`src/rtl/control_unit_sequencer.sv`:
```
// Multi-cycle decode control unit: opcode decode plus sequenced two-word immediates,
// interrupt entry and RTI return. Optional illegal-opcode trap under ILLEGAL_TRAP_EN.
module control_unit_sequencer #(
   parameter int OPCODE_W   = 5,
   parameter int ALU_FUNC_W = 3
) (
   input  logic                  i_clk,
   input  logic                  i_reset,
   input  logic [OPCODE_W-1:0]   i_op_code,
   input  logic                  i_valid,
   input  logic                  i_stall,
   input  logic                  i_interrupt,
   output logic [ALU_FUNC_W-1:0] o_alu_function,
   output logic [1:0]            o_wb_selector,
   output logic                  o_write_back,
   output logic                  o_mem_read,
   output logic                  o_mem_write,
   output logic                  o_imm,
   output logic                  o_read1,
   output logic                  o_read2,
   output logic                  o_stack_operation,
   output logic                  o_stack_function,
   output logic                  o_push_pc,
   output logic                  o_pop_pc,
   output logic                  o_push_flags,
   output logic                  o_pop_flags,
   output logic                  o_load_vector,
   output logic                  o_vector_sel,
   output logic                  o_freeze_fetch,
   output logic                  o_int_ack,
   output logic                  o_busy
);

   typedef enum logic [2:0] {
      RUN, IMM, INT_PC, INT_FLAGS, INT_VEC, RTI_PC
   } state_t;

   localparam logic [OPCODE_W-1:0] OP_NOP  = OPCODE_W'(0);
   localparam logic [OPCODE_W-1:0] OP_LDM  = OPCODE_W'(1);
   localparam logic [OPCODE_W-1:0] OP_STD  = OPCODE_W'(2);
   localparam logic [OPCODE_W-1:0] OP_ADD  = OPCODE_W'(3);
   localparam logic [OPCODE_W-1:0] OP_NOT  = OPCODE_W'(4);
   localparam logic [OPCODE_W-1:0] OP_IADD = OPCODE_W'(5);
   localparam logic [OPCODE_W-1:0] OP_PUSH = OPCODE_W'(6);
   localparam logic [OPCODE_W-1:0] OP_POP  = OPCODE_W'(7);
   localparam logic [OPCODE_W-1:0] OP_RTI  = OPCODE_W'(8);

   localparam logic [ALU_FUNC_W-1:0] ALU_NOT = ALU_FUNC_W'(1);
   localparam logic [ALU_FUNC_W-1:0] ALU_ADD = ALU_FUNC_W'(2);

   state_t state_q, state_d;
   logic   pending_q, pending_d;
   logic   iadd_q, iadd_d;
   logic   take;

`ifdef ILLEGAL_TRAP_EN
   logic   vec_sel_q, vec_sel_d;
   logic   illegal;
   assign illegal = (i_op_code > OP_RTI);
`endif

   // NOTE: sequential state uses non-blocking assignments so every register samples pre-edge values.
   always_ff @(posedge i_clk or posedge i_reset) begin
      if (i_reset) begin
         state_q   <= RUN;
         pending_q <= 1'b0;
         iadd_q    <= 1'b0;
`ifdef ILLEGAL_TRAP_EN
         vec_sel_q <= 1'b0;
`endif
      end else begin
         state_q   <= state_d;
         pending_q <= pending_d;
         iadd_q    <= iadd_d;
`ifdef ILLEGAL_TRAP_EN
         vec_sel_q <= vec_sel_d;
`endif
      end
   end

   assign pending_d = i_interrupt | (pending_q & ~take);
   assign o_busy    = (state_q != RUN);

   // NOTE: every output and next-state signal gets a default first, so no latch can be inferred.
   always_comb begin
      state_d           = state_q;
      iadd_d            = iadd_q;
      take              = 1'b0;
      o_alu_function    = '0;
      o_wb_selector     = 2'd0;
      o_write_back      = 1'b0;
      o_mem_read        = 1'b0;
      o_mem_write       = 1'b0;
      o_imm             = 1'b0;
      o_read1           = 1'b0;
      o_read2           = 1'b0;
      o_stack_operation = 1'b0;
      o_stack_function  = 1'b0;
      o_push_pc         = 1'b0;
      o_pop_pc          = 1'b0;
      o_push_flags      = 1'b0;
      o_pop_flags       = 1'b0;
      o_load_vector     = 1'b0;
      o_vector_sel      = 1'b0;
      o_freeze_fetch    = 1'b0;
      o_int_ack         = 1'b0;
`ifdef ILLEGAL_TRAP_EN
      vec_sel_d         = vec_sel_q;
`endif

      case (state_q)
         RUN: begin
            if (i_valid && !i_stall) begin
               if (pending_q) begin
                  // Interrupt beats any opcode; the held word is replayed after the vector load.
                  take           = 1'b1;
                  o_freeze_fetch = 1'b1;
                  state_d        = INT_PC;
`ifdef ILLEGAL_TRAP_EN
                  vec_sel_d      = 1'b0;
               end else if (illegal) begin
                  state_d        = INT_PC;
                  vec_sel_d      = 1'b1;
`endif
               end else begin
                  case (i_op_code)
                     OP_NOP: ;
                     OP_LDM, OP_IADD: begin
                        o_read1 = 1'b1;
                        iadd_d  = (i_op_code == OP_IADD);
                        state_d = IMM;
                     end
                     OP_STD: begin
                        o_mem_write = 1'b1;
                        o_read1     = 1'b1;
                        o_read2     = 1'b1;
                     end
                     OP_ADD: begin
                        o_alu_function = ALU_ADD;
                        o_write_back   = 1'b1;
                        o_read1        = 1'b1;
                        o_read2        = 1'b1;
                     end
                     OP_NOT: begin
                        o_alu_function = ALU_NOT;
                        o_write_back   = 1'b1;
                        o_read1        = 1'b1;
                     end
                     OP_PUSH: begin
                        o_stack_operation = 1'b1;
                        o_mem_write       = 1'b1;
                        o_read1           = 1'b1;
                     end
                     OP_POP: begin
                        o_stack_operation = 1'b1;
                        o_mem_read        = 1'b1;
                        o_stack_function  = 1'b1;
                        o_write_back      = 1'b1;
                        o_wb_selector     = 2'd1;
                     end
                     OP_RTI: begin
                        o_stack_operation = 1'b1;
                        o_mem_read        = 1'b1;
                        o_stack_function  = 1'b1;
                        o_pop_flags       = 1'b1;
                        o_freeze_fetch    = 1'b1;
                        state_d           = RTI_PC;
                     end
                     default: ;
                  endcase
               end
            end
         end

         IMM: begin
            // The immediate must actually be present in decode before it is consumed.
            if (i_valid && !i_stall) begin
               o_imm        = 1'b1;
               o_write_back = 1'b1;
               if (iadd_q) begin
                  o_alu_function = ALU_ADD;
                  o_read1        = 1'b1;
               end else begin
                  o_wb_selector  = 2'd2;
               end
               state_d = RUN;
            end
         end

         INT_PC: begin
            o_freeze_fetch = 1'b1;
            if (!i_stall) begin
               o_stack_operation = 1'b1;
               o_mem_write       = 1'b1;
               o_push_pc         = 1'b1;
               state_d           = INT_FLAGS;
            end
         end

         INT_FLAGS: begin
            o_freeze_fetch = 1'b1;
            if (!i_stall) begin
               o_stack_operation = 1'b1;
               o_mem_write       = 1'b1;
               o_push_flags      = 1'b1;
               state_d           = INT_VEC;
            end
         end

         INT_VEC: begin
            if (!i_stall) begin
               o_load_vector = 1'b1;
`ifdef ILLEGAL_TRAP_EN
               // A trap is internal, so the external source is not acknowledged.
               o_vector_sel  = vec_sel_q;
               o_int_ack     = ~vec_sel_q;
`else
               o_int_ack     = 1'b1;
`endif
               state_d       = RUN;
            end
         end

         RTI_PC: begin
            if (!i_stall) begin
               o_stack_operation = 1'b1;
               o_mem_read        = 1'b1;
               o_stack_function  = 1'b1;
               o_pop_pc          = 1'b1;
               state_d           = RUN;
            end
         end

         default: state_d = RUN;
      endcase
   end

endmodule

```
`config.mk`:
```
export PLATFORM = sky130hd
export DESIGN_NAME = control_unit_sequencer
export DESIGN_NICKNAME = d
export VERILOG_FILES = /design/src/rtl/control_unit_sequencer.sv
export SDC_FILE = /design/constraint.sdc
export NUM_CORES = 1
export LEC_CHECK = 0
export ABC_AREA = 1
export CAP_MARGIN = 20
export CORE_ASPECT_RATIO = 0.75
export CORE_MARGIN = 2
export CORE_UTILIZATION = 36
export CTS_CLUSTER_SIZE = 12
export DETAILED_ROUTE_END_ITERATION = 16
export PLACE_DENSITY = 0.75
export SKIP_LAST_GASP = 1
export SYNTH_ARGS = -nofsm -noshare
export SYNTH_HDL_FRONTEND = slang
export SYNTH_SLANG_ARGS = --single-unit
```
`constraint.sdc`:
```
create_clock -name i_clk -period 1.5 [get_ports i_clk]
set_input_delay 0.3 -clock i_clk [delete_from_list [all_inputs] [get_ports i_clk]]
set_output_delay 0.3 -clock i_clk [all_outputs]
set_load 0.005 [all_outputs]
```
; ---- After elaboration in Yosys (flattened, before gate mapping)
; Cells that the tools add are included.
[op_classes]
n_addsub = 0
n_mul = 0
div_mod_pow = 0
order_cmp = 0
n_eq_ne = 19
shift = 0
mux = 63
bitwise_logic = 4
n_reduce_logical = 16
[op_table]
columns = operator, n
row1 = 1-bit 2-to-1 mux, 40
row2 = 5-bit by 3-bit equality test with 1-bit output (second input constant), 4
row3 = 3-bit 2-to-1 mux, 6
row4 = 3-bit case mux with 5 select lines, 1
row5 = 2-bit 2-to-1 mux, 6
row6 = 1-bit case mux with 2 select lines, 6
row7 = 2-bit case mux with 2 select lines, 3
row8 = 2-bit OR reduction, 6
row9 = 5-bit by 2-bit equality test with 1-bit output (second input constant), 2
row10 = 2-bit != test (second input constant), 5
row11 = 3-bit OR reduction, 3
row12 = 3-bit by 2-bit equality test with 1-bit output (second input constant), 2
row13 = 3-bit equality test (second input constant), 2
row14 = 3-bit case mux with 2 select lines, 1
row15 = 6-bit AND reduction, 1
row16 = 6-bit OR reduction, 1
row17 = 5-bit by 1-bit equality test with 1-bit output (second input constant), 1
row18 = 5-bit by 4-bit equality test with 1-bit output (second input constant), 1
row19 = 4-bit by 2-bit != test with 1-bit output (second input constant), 1
row20 = 4-bit AND reduction, 1
row21 = 3-bit by 1-bit equality test with 1-bit output (second input constant), 1
row22 = 3-bit logical NOT, 1
row23 = 3-bit nonzero test, 1
row24 = 1-bit NOT, 2
row25 = other kinds (4), 4
[word_totals]
regBits = 5
latch_bits = 0
mem_bits_rw = 0
rom_bits = 0
in_bits = 10
out_inout_bits = 22
elab_cells = 105
mem_count = 0

; ---- Depth between registers and ports, before layout
; Gate-level depths: netlist (run 1).
[depth]
depth_word = 7
mapped_depth = 9
mapped_depth_nobuf = 8

; ---- Least setup slack after synthesis (run 1)
; OpenSTA, ideal clock, no wires.
[synth_timing]
path_type = register to output
from = register state_q[1]
to = output port o_stack_function
arrival_time_ns = 1.227
required_time_ns = 1.200
setup_slack_ns = -0.027
path_stages_with_launch = 10
n_path_buf = 2
path_cell_list = dfrtp_1 buf_6 nor2_4 nand2_4 nor2_4 nand2_4 inv_2 a21oi_1 inv_1 buf_4
[synth_between]
elab_chain_len = 2
elab_cells_between_ends = 3
cone_classes = eq/ne: 1 / mux: 1 / reduce/logical: 1
[synth_rtl]
columns = element, line_no
row1 = "start, declared", 51  ; state_t state_q, state_d;
row2 = "start signal, assigned", 72  ; state_q <= state_d;
row3 = 3-bit equality test / 3-bit logical NOT (equally long branches), n/a
row4 = 1-bit case mux with 2 select lines *, n/a
row5 = "end, declared", 22  ; output logic o_stack_function,
; Mark *: on every way between the ends. The rest lies on a longest branch, timed or not.

; ---- Worst setup path in the final report (run 1)
[layout_timing]
from = register state_q[0]
to = output port o_alu_function[1]
[layout_between]
elab_chain_len = 2
elab_cells_between_ends = 3
cone_classes = eq/ne: 1 / mux: 1 / reduce/logical: 1
[layout_rtl]
columns = element, line_no
row1 = 3-bit by 1-bit equality test with 1-bit output / 3-bit logical NOT (equally long branches), 111  ; case (state_q)
row2 = 2-bit case mux with 2 select lines *, 111
row3 = "end, declared", 13  ; output logic [ALU_FUNC_W-1:0] o_alu_function,
; Marked as above.

==> flow_summary.yaml, run 1 <==
hold_path:
  min_path_type: "in -> async"
power:
  cellPowerDensity_nw_per_um2: 1110
  ir_drop_mv: 0.853
  design_power_total_mw: 1.44
  p_leak_nw: 0.722
grt:
  grt_usage_pct: 23.4
  grt_pass1_vias: 842
  grt_start_max_net_pins: 8
  overflow: 0
  grt_first_pass_wirelength_um: 3620
  grt_antenna_before_repair: 0
worst_setup_path:
  crit_type: "reg -> out"
  worstPathMaxFanout: 7
  required_ns: 1.20
  critPathArrivalTime_ns: 1.53
  max_stage_delay_ns: 0.44
  crit_buf_inv: 2
  cp-end-kind: "output pin"
  cp_top_family: "simple AND/OR/NAND/NOR gates"
  worstPathCellList: "nor2_4 > nand2_4 > nor2_4 > nand2_4 > buf_6 > o22ai_2 > buf_2"
  cp_slowest_cell: "dfrtp_2"
  crit_path_start_kind: "flop"
synthesis:
  synthTopCellsByCount: "nand2_1, inv_1, nand3_1, nor2_1"
  netlist_instances: 114
  synth_cell_types: 22
  synth-main-ff-cell: "dfrtp_1"
  async_flop_share_pct: 100
  avgSynthCellArea_um2: 5.81
  syn_area_um2: 662
  synth_enable_flop_cells: 0
  yosysSeqAreaShare_pct: 18.9
  synth-seq-cells: 5
  netlist.area_leader.share_pct: 18.9
  yosysTopAreaCell: "dfrtp_1"
  synth_warnings: 0
  synth_area_leaders: "dfrtp_1, nand2_1, nand3_1"
  yosysMostFrequentCell: "nand2_1"
status:
  status: "finished with violations"
  violations: "negative setup slack"
place:
  dp_hpwl_um: 1730
  port_buffers: 29
  place_inst: 185
  gp_congestion: 0.874
die:
  coreArea_um2: 1720
  fp.dieW_um: 53.5
  row_count: 13
  die-height_um: 41.1
  io_pins: 32
  initial_core_util_pct: 38.4
  dieArea_um2: 2200
drt:
  dr.first_iter.drc_count: 33
  dr_wl_met2_um: 1360
  route.detailed.drc: 0
  ant_nets: 0
  wl_met1_um: 1070
  num_vias: 1022
  routed_via_density: 5.08
  wl_met3_um: 178
  routed.top_layer: "met4"
  routedWlPerCell_um: 13.2
  first_pass_iters: 4
  wl_um: 2650
timing:
  fin_crit_sh_pct: 122
  hold_viol: 0
  finalSetupViolCount: 18
  skew_ns: 0.00101
  rsz0062_at_grt: "true"
  min_period_ns: 1.83
  max_freq_ghz: 0.545
  fin_ws_ns: -0.335
  final_max_slew_viol_count: 0
  tns_ns: -3.77
finish:
  areaGrowthSynthToFinish_pct: 97.0
  diodes: 0
  final_net_count: 190
  regArea_um2: 128
  fin_cells: 201
  fillCellCount: 120
  multi_input_area_um2: 522
  drive_above_1_share_pct: 52.5
clocking:
  cts_root_buffer: "clkbuf_4"
  cts_tree: "done"
  clkSinkCount: 5
  cts_buffers: 3
  htree_levels: 1
  holdBufCountCts: 0
  clk_pin_slew_ns: 0.04
  clk_latency_ns: 0.23
  clock_path_buffers: 2
flow_run:
  drv_cap: 0
[where the power goes]
| part | total (mW) | switching [mW] | internal [mW] |
|---|---|---|---|
| clock network | 0.146 | 0.0456 | 0.100 |
| registers | 0.241 | 0.0604 | 0.181 |
| logic | 1.06 | 0.529 | 0.528 |
| total | 1.44 | 0.636 | 0.808 |
[state kept, by name, indices dropped and copies added, names as in the netlist]
register   count
iadd_q         1
pending_q      1
state_q        3
[cells in the final DEF, fill, tap and decap left out, drive strengths merged, types with 4 or more instances in the layout]
cell type / instances
a21oi: 5
buf: 50
clkbuf: 6
clkdlybuf4s15: 4
dfrtp: 5
dlygate4sd2: 6
inv: 19
nand2: 31
nand3: 15
nor2: 21
[area by class of cell]
class / count / share of cell area, %
repair buffers: 65 / 40.4
multi-input cells: 86 / 40.0
flip-flops and latches: 5 / 9.79
inverters: 19 / 5.66
well taps: 22 / 2.11
clock buffers: 4 / 2.02
[final timing paths]
path,from,endpoint,slack (ns),cells after the start
worst max-delay path,state_q[0],o_alu_function[1],-0.33,7
worst min-delay path,i_reset,state_q[2],0.28,2
worst max register to register,state_q[0],iadd_q,-0.10,10
worst min register to register,iadd_q,iadd_q,0.61,2
max in group asynchronous,i_reset,state_q[0],1.04,2
min in group i_clk,i_op_code[4],iadd_q,0.61,4
[logic make-up (layout without fill, tap and decap cells)]
logic type	count (synthesis)	count (layout)	share of synthesized area (%)
AOI/OAI and AO/OA	12	12	10.2
buffers and inverters	24	88	17.0
DFF	5	5	18.9
other	1	2	0.567
and+or+nand+nor	72	72	53.3
[worst reg2reg max path, delay by kind of cell (launching register included)]
family	cells	cell delay, ns
AND/OR/NAND/NOR	6	0.63
buffers and inverters	3	0.36
flip-flops	1	0.44
AO/OA/AOI/OAI	1	0.08
[through the flow]
stage	util [%]	hold slack, ns	setup WS [ns]	area (um^2)
floorplan	-	0.0785	0.00623	673
global placement	65.3	0.508	-0.696	1130
detailed placement	65.3	0.507	-0.737	1130
CTS	72.8	0.286	-0.317	1250
global route	75.6	0.286	-0.398	1300
finish	75.6	0.281	-0.335	1300
[repair_timing]
item	4_1_cts	5_1_grt
buffers inserted	13	2
resized for setup	102	19
endpoints found under the hold margin	0	0
pin swaps	11	7
cloned	0	0
setup endpoints to repair	22	22
[per-layer routing]
layer	up-vias	global-route usage, %
met4	0	3.85
met2	51	46.3
met3	5	1.09
met5	-	0
li1	492	-
met1	474	29.1
Note: power is estimated with default switching activity, not from simulation.
==> inputs of run 2 (changes only) <==
- CORE_ASPECT_RATIO: 0.75 -> 0.9
- HOLD_SLACK_MARGIN: default -> 0.12
==> run 2 against run 1 <==
Effect of this change: the flow still finishes with violations (negative setup slack); wire length is 8.1% higher; sequential share of layout area fell by 0.20 points; maximum frequency rose by 0.18%; sequential power hardly changed; critical path depth increased by 3; register-to-register slack improved by 0.04 ns; largest cell class unchanged.
==> flow_summary.yaml, run 2 (synthesis results as in run 1) <==
clocking:
  clk_pin_slew_ns: 0.04
  htree_levels: 1
  holdBufCountCts: 0
  clock_path_buffers: 2
  cts_tree: "done"
  clkSinkCount: 5
  clk_latency_ns: 0.23
  cts_root_buffer: "clkbuf_4"
  cts_buffers: 3
status:
  status: "finished with violations"
  violations: "negative setup slack"
timing:
  max_freq_ghz: 0.546
  skew_ns: 0.00250
  fin_crit_sh_pct: 122
  final_max_slew_viol_count: 0
  tns_ns: -4.10
  hold_viol: 0
  min_period_ns: 1.83
  finalSetupViolCount: 20
  fin_ws_ns: -0.331
  rsz0062_at_grt: "true"
finish:
  layout_common_cells: "buf_4, nand2_1, nand3_1"
  utilization_pct: 78.4
  top_register: "state_q"
  design_area_um2: 1330
  drive_above_1_share_pct: 52.4
  areaGrowthSynthToFinish_pct: 101
  largest_reg_flops: 3
  final_net_count: 196
  fin_cells: 209
  diodes: 0
  final_common_cell: "buf_4"
  reg_top3: "state_q: 3 flops, iadd_q: 1 flops, pending_q: 1 flops"
die:
  dieArea_um2: 2200
  fp.dieW_um: 49.2
  row_count: 14
  coreArea_um2: 1700
  die-height_um: 44.7
  initial_core_util_pct: 39.0
  io_pins: 32
worst_setup_path:
  cp_slowest_cell: "dfrtp_2"
  cp_top_family: "buffers and inverters"
  max_stage_delay_ns: 0.42
  worstPathCellList: "inv_2 > nor2_4 > nand2_2 > buf_6 > buf_4 > nand2_2 > inv_1 > nand2_1 > a21oi_2 > buf_2"
  crit_path_start_kind: "flop"
  cp_common_cell: "nand2_2"
  cp-end-kind: "output pin"
  worstPathMaxFanout: 4
  critPathArrivalTime_ns: 1.53
  required_ns: 1.20
  crit_buf_inv: 5
  crit_type: "reg -> out"
  r2r_slack_ns: -0.06
drt:
  route.detailed.drc: 0
  ant_nets: 0
  dr.first_iter.drc_count: 41
  first_pass_iters: 4
  wl_um: 2870
  num_vias: 1066
  routed_via_density: 5.10
  routedWlPerCell_um: 13.7
grt:
  overflow: 0
  grt_antenna_before_repair: 0
  grt_pass1_vias: 966
  grt_usage_pct: 23.9
  grt_start_max_net_pins: 7
  grt_first_pass_wirelength_um: 3970
place:
  place_inst: 190
  dp_hpwl_um: 1780
  port_buffers: 29
  dp_slack_ns: -0.757
  place_area_um2: 1150
  gp_congestion: 0.839
power:
  p_leak_nw: 0.724
  ir_drop_mv: 1.04
  cellPowerDensity_nw_per_um2: 1160
hold_path:
  min_path_type: "in -> async"
flow_run:
  drv_cap: 0
run 2: cell types whose count changed in the layout (fill, tap and decap cells not counted), sizes merged:
cell,before,now
clkbuf,6,4
clkdlybuf4s15,4,6
clkdlybuf4s50,2,3
dlymetal6s2s,1,0
buf,50,56
run 2: per-layer routing:
layer	share of wire, %	GRT usage, %
met1	38	25.9
met2	50	44.6
met3	6.1	3.72
met4	6.2	14.3
met5	0	0
run 2: path summary, 6_finish.rpt:
path,start,to,depth (start not counted)
min in group i_clk,iadd_q,iadd_q,2
worst max-delay path,state_q[0],o_read1,10
worst max register to register,state_q[0],state_q[1],9
max in group asynchronous,i_reset,state_q[1],2
worst min register to register,iadd_q,iadd_q,2
worst min-delay path,i_reset,state_q[2],2
run 2: timing repair:
item                       CTS  global route
gates resized for setup     96            17
pin swaps                    9             7
buffers inserted            15             3
gates cloned                 0             0
setup endpoints to repair   20            22
run 2: area by class of cell:
| type | count | area (um^2) |
|---|---|---|
| Inverter | 19 | 73.8 |
| Tap cell | 24 | 30.0 |
| Clock buffer | 4 | 26.3 |
| Timing Repair Buffer | 71 | 571 |
| Sequential cell | 5 | 128 |
| Multi-Input combinational cell | 86 | 503 |
| Fill cell | 125 | 368 |
run 2: worst register-to-register path: stages, from the launching register on:
cell	delay, ns
dfrtp_2	0.45
nor2_4	0.16
buf_4	0.13
buf_4	0.10
nand3_1	0.09
nor2_1	0.15
nand2_1	0.11
nand2_1	0.11
nand2_1	0.09
nand2_1	0.09
run 2: stage by stage:
step	hold WS, ns	power (mW)
floorplan	0.0785	0.653
global placement	0.507	1.08
detailed placement	0.508	1.12
CTS	0.251	1.39
global route	0.270	1.64
finish	0.254	1.55
run 2: where the power goes:
| group | switching [mW] | internal, mW | total, mW |
|---|---|---|---|
| clock | 0.0480 | 0.100 | 0.148 |
| sequential | 0.0630 | 0.181 | 0.244 |
| combinational | 0.596 | 0.559 | 1.16 |
| total | 0.707 | 0.840 | 1.55 |
==> inputs of run 3 (changes only) <==
- CTS_CLUSTER_DIAMETER: default -> 60
==> results of run 3 <==
Final layout, timing and power as in run 2 (identical DEF).
